==> config.mk <==
export PLATFORM = sky130hd
export DESIGN_NAME = game_sequencer
export DESIGN_NICKNAME = d
export VERILOG_FILES = /design/src/rtl/game_sequencer.sv
export SDC_FILE = /design/constraint.sdc
export NUM_CORES = 1
export LEC_CHECK = 0
export ABC_AREA = 1
export BUFFER_PORTS_ARGS = -buffer_cell sky130_fd_sc_hd__buf_4
export CORE_ASPECT_RATIO = 1.25
export CORE_MARGIN = 1
export CORE_UTILIZATION = 45
export CTS_CLUSTER_SIZE = 10
export DETAILED_ROUTE_END_ITERATION = 12
export HOLD_SLACK_MARGIN = 0.08
export PLACE_DENSITY = 0.65
export SLEW_MARGIN = 40
export SYNTH_ARGS = -nofsm -noshare
export SYNTH_HDL_FRONTEND = slang
export SYNTH_SLANG_ARGS = --single-unit
==> constraint.sdc <==
create_clock -name Clk -period 2 [get_ports Clk]
set_input_delay 0.3 -clock Clk [delete_from_list [all_inputs] [get_ports Clk]]
set_output_delay 0.3 -clock Clk [all_outputs]
set_load 0.02 [all_outputs]
==> src/rtl/game_sequencer.sv <==
// Game-flow controller: sequences attract/ready/play/death/win/game-over phases,
// owns the lives counter and derives a per-frame strobe from the VGA vsync.
module game_sequencer #(
    parameter int unsigned START_LIVES  = 3,
    parameter int unsigned READY_FRAMES = 120,
    parameter int unsigned DEATH_FRAMES = 90,
    parameter int unsigned END_FRAMES   = 180,
    parameter logic [7:0]  START_KEY    = 8'h2C,
    parameter int unsigned BLINK_SHIFT  = 4
) (
    input  logic       Clk,
    input  logic       Reset,
    input  logic       vsync,
    input  logic [7:0] keycode,
    input  logic       collide,
    input  logic       all_eaten,
    output logic [2:0] game_state,
    output logic       run_en,
    output logic       pos_reset,
    output logic       score_clear,
    output logic [1:0] lives,
    output logic       blink,
    output logic       frame_stb
);
    localparam int unsigned CNT_W   = 8;
    localparam int unsigned BLINK_W = BLINK_SHIFT + 1;

    typedef enum logic [2:0] {
        S_IDLE     = 3'd0,
        S_READY    = 3'd1,
        S_PLAY     = 3'd2,
        S_DYING    = 3'd3,
        S_WIN      = 3'd4,
        S_GAMEOVER = 3'd5
    } state_t;

    state_t             state;
    state_t             state_nxt;
    logic               vs_s1;
    logic               vs_s2;
    logic               vs_d;
    logic [CNT_W-1:0]   frame_cnt;
    logic [CNT_W-1:0]   frame_load;
    logic [BLINK_W-1:0] blink_cnt;
    logic               end_done;
    logic               expired;
    logic               start_key;
    logic               enter;
    logic               start_game_c;
    logic               death_retry_c;
    logic               lives_dec_c;

    assign start_key  = (keycode == START_KEY);
    assign expired    = (frame_cnt == '0) && frame_stb;
    assign enter      = (state_nxt != state);
    assign game_state = state;
    assign run_en     = (state == S_PLAY);
    assign blink      = blink_cnt[BLINK_SHIFT];

    // vsync is active-low: synchronise, then strobe on the falling edge
    always_ff @(posedge Clk) begin
        if (Reset) begin
            vs_s1     <= 1'b1;
            vs_s2     <= 1'b1;
            vs_d      <= 1'b1;
            frame_stb <= 1'b0;
        end else begin
            vs_s1     <= vsync;
            vs_s2     <= vs_s1;
            vs_d      <= vs_s2;
            frame_stb <= vs_d & ~vs_s2;
        end
    end

    always_ff @(posedge Clk) begin
        if (Reset) begin
            state <= S_IDLE;
        end else begin
            state <= state_nxt;
        end
    end

    always_comb begin
        state_nxt = state;
        case (state)
            S_IDLE: begin
                if (start_key) state_nxt = S_READY;
            end
            S_READY: begin
                if (expired) state_nxt = S_PLAY;
            end
            S_PLAY: begin
                if (collide)        state_nxt = S_DYING;
                else if (all_eaten) state_nxt = S_WIN;
            end
            S_DYING: begin
                if (expired) state_nxt = (lives == 2'd1) ? S_GAMEOVER : S_READY;
            end
            S_WIN, S_GAMEOVER: begin
                if (end_done && start_key) state_nxt = S_READY;
            end
            default: state_nxt = S_IDLE;
        endcase
    end

    always_comb begin
        start_game_c  = 1'b0;
        death_retry_c = 1'b0;
        lives_dec_c   = 1'b0;
        frame_load    = '0;
        case (state)
            S_IDLE: start_game_c = start_key;
            S_DYING: begin
                lives_dec_c   = expired;
                death_retry_c = expired && (lives != 2'd1);
            end
            S_WIN, S_GAMEOVER: start_game_c = end_done && start_key;
            default: ;
        endcase
        case (state_nxt)
            S_READY:           frame_load = CNT_W'(READY_FRAMES - 1);
            S_DYING:           frame_load = CNT_W'(DEATH_FRAMES - 1);
            S_WIN, S_GAMEOVER: frame_load = CNT_W'(END_FRAMES - 1);
            default:           frame_load = '0;
        endcase
    end

    // Phase timers restart on every state entry; end_done latches WIN/GAMEOVER expiry
    always_ff @(posedge Clk) begin
        if (Reset) begin
            frame_cnt   <= '0;
            blink_cnt   <= '0;
            end_done    <= 1'b0;
            lives       <= 2'd0;
            pos_reset   <= 1'b0;
            score_clear <= 1'b0;
        end else begin
            pos_reset   <= start_game_c | death_retry_c;
            score_clear <= start_game_c;
            if (start_game_c) begin
                lives <= 2'(START_LIVES);
            end else if (lives_dec_c) begin
                lives <= lives - 2'd1;
            end
            if (enter) begin
                frame_cnt <= frame_load;
                blink_cnt <= '0;
                end_done  <= 1'b0;
            end else begin
                if (frame_stb) begin
                    if (frame_cnt != '0) frame_cnt <= frame_cnt - CNT_W'(1);
                    blink_cnt <= blink_cnt + BLINK_W'(1);
                end
                if (((state == S_WIN) || (state == S_GAMEOVER)) && expired) end_done <= 1'b1;
            end
        end
    end

    always_ff @(posedge Clk) begin
        if (!Reset && lives_dec_c) begin
            assert (lives != 2'd0);
        end
    end

endmodule

==> metrics.cfg <==
[clocking]
cts_hold_buf = 0
cts_tree = done
clk_path_buf_depth = 2
root_buffer = clkbuf_4
clock_sinks = 25
path_clk_slew_ns = 0.14
htree_levels = 1
cts_buffers = 3
clock_latency_ns = 0.33

[critical_path]
crit_type = register to register
crit_path_end_kind = register
cp.arrival_ns = 2.10
startpoint_type = register
critPathMaxFanout = 8
crit_required_ns = 2.28

[job]
maxCapViolations = 0

[logic_synthesis]
synthFlopType = dfxtp_1
synth.area.top_cells = dfxtp_1 35%, nor2_1 10%, nand2_1 8.0%, inv_1 7.8%, ha_1 3.5%
ys_seq_area_frac = 0.345
synthArstFlopShare = 0
yosys_warnings = 0
synth_cell_types = 34
post-synth-top-area-cell = dfxtp_1
syn_nets = 220
synth-edff-count = 0
synth_top_area_share = 0.345
syn_avg_cell_area_um2 = 7.14
synth_seq_cells = 25
synthCells = 203
syn_area_mm2 = 0.00145

[timing]
skew_ns = 0.00164
min_period_ns = 1.82
fin_ws_ns = 0.179
rsz0062_at_grt = false
maxSlewHeadroom = 0.741
finalHoldViolCount = 0
worst_pin_slew_ns = 0.387
drv_slew = 0
fmax_mhz = 549
period_share = 0.911
fin_setup_tns_ns = 0
finalSetupViolCount = 0

[detailed_routing]
drt_pass1_iterations = 4
post_drt_wl_per_cell_um = 11.7
ant_nets = 0
routed_wl_um = 3100
via_count = 1312
viasPerCell = 4.97
drt-initial-drc-count = 16
route.detailed.drc = 0

[place]
dp_slack_ns = 0.169
gp_congestion = 0.866
dp_hpwl_um = 2500
io_buffers = 22

[power]
swShare = 0.259
p_leak_nw = 0.835
clkPwrFrac = 0.285
vdd_drop_max_mv = 0.350
power_frac_comb = 0.108
power.total_w = 0.000844
seqPwrFrac = 0.607
p_switching_w = 0.000218
cellPowerDensity_mw_per_mm2 = 500
intPower_w = 0.000626

[floorplan]
rows = 22
die_area_mm2 = 0.00346
ios = 23
die_x_um = 52.8
core_mm2 = 0.00300
start_util = 0.483
die_h_um = 65.5

[outcome]
status = finished clean

[global_route]
grt_pass1_vias = 1306
grt_pass1_wl_um = 5290
grt_usage = 0.205
gr-total-overflow = 0
antenna_found_initial = 0
grt_max_degree = 16

[final_layout]
antenna_cells = 0
final_cell_mix = 39 x nor2_1, 31 x nand2_1, 29 x inv_1
fillers = 281
layout_commonest_cell = nor2_1
drive_gt1_frac = 0.228
area_growth_pct = 16.5
nets = 246

[worst_hold_path]
hp-class = input port to register

per-stage QoR:
stage / hold WS, ns / instance area (µm²) / instances / utilization
4_1_cts: 0.138 / 1690 / 264 / 0.563
6_report: 0.148 / 1690 / 264 / 0.563
3_3_place_gp: 0.396 / 1660 / 260 / 0.553
5_1_grt: 0.133 / 1690 / 264 / 0.563
2_1_floorplan: 0.389 / 1450 / 203 / -
3_5_place_dp: 0.403 / 1660 / 260 / 0.553
path summary, 6_finish.rpt:
path	to	slack, ns	startpoint	depth (start not counted)
hold reg to reg	frame_stb$_SDFF_PP0_	0.42	vs_d$_SDFF_PP1_	2
setup / recovery	frame_cnt[0]$_SDFFE_PP0P_	0.18	frame_cnt[1]$_SDFFE_PP0P_	10
setup reg to reg	frame_cnt[0]$_SDFFE_PP0P_	0.18	frame_cnt[1]$_SDFFE_PP0P_	10
hold / removal	vs_s1$_SDFF_PP1_	0.15	vsync	2
kinds of logic (layout without fill, tap and decap cells):
group / after synthesis / after routing / synth area share
buffers and inverters: 35 / 60 / 0.0915
adders and majority gates: 4 / 4 / 0.0345
and+or+nand+nor: 109 / 109 / 0.378
xor gates and xnor gates: 10 / 10 / 0.0604
DFF: 25 / 25 / 0.345
AOI/OAI and AO/OA: 20 / 20 / 0.0906
synth_stat cells (2+ instances only):
cell     count
a21oi_1      5
dfxtp_1     25
ha_1         4
inv_1       30
inv_2        3
nand2_1     31
nand2_2      5
nand2_4      2
nand3_1      9
nand4_1      6
nor2_1      39
nor2_2       2
nor2_4       2
nor3_1       4
o21ai_0      7
or2_2        3
xnor2_1      5
xor2_1       5
timing repair:
action / in CTS / in global routing
setup endpoints to repair: 0 / 5
resized for setup: 0 / 2
setup buffers: 0 / 0
hold endpoints to repair: 0 / 0
area by class of cell:
cell class,instances,area [µm²],share of cell area
Inverter,33,124,0.0733
Timing Repair Buffer,23,173,0.102
Sequential cell,25,500,0.296
Multi-Input combinational cell,143,817,0.484
Clock inverter,1,7.51,0.00444
Clock buffer,3,22.5,0.0133
Tap cell,36,45.0,0.0267
power groups by stage:
stage | clock network (W) | registers (W) | logic (W)
after CTS | 0.000253 | 0.000513 | 0.0000917
after floorplan | 0 | 0.000522 | 0.0000604
final | 0.000240 | 0.000512 | 0.0000916
after global routing | 0.000269 | 0.000514 | 0.000102
after detailed placement | 0 | 0.000523 | 0.0000915
after global placement | 0 | 0.000523 | 0.0000888
per-layer routing:
layer,up-vias,track usage,part of all wire
met1,586,0.219,0.42
met5,-,0,0
met3,8,0.0231,0.024
li1,696,-,-
met4,0,0.122,0.027
met2,22,0.372,0.52
worst max-delay path, stage by stage, from the launching register on:
cell and delay, ns:
dfxtp_1 0.39, inv_1 0.07, ha_1 0.17, nand2_1 0.11, nor2_4 0.07, nand2_4 0.09, nor2_1 0.09, o21ai_4 0.26
nand3_4 0.16, or2_1 0.25, a21oi_2 0.12
state kept, by name (all words and copies together), names as in the netlist:
| register | cells |
|---|---|
| blink_cnt | 5 |
| end_done | 1 |
| frame_cnt | 8 |
| frame_stb | 1 |
| game_state | 3 |
| lives | 2 |
| pos_reset | 1 |
| score_clear | 1 |
| vs_d | 1 |
| vs_s1 | 1 |
| vs_s2 | 1 |
(Power assumes the default switching activity.)
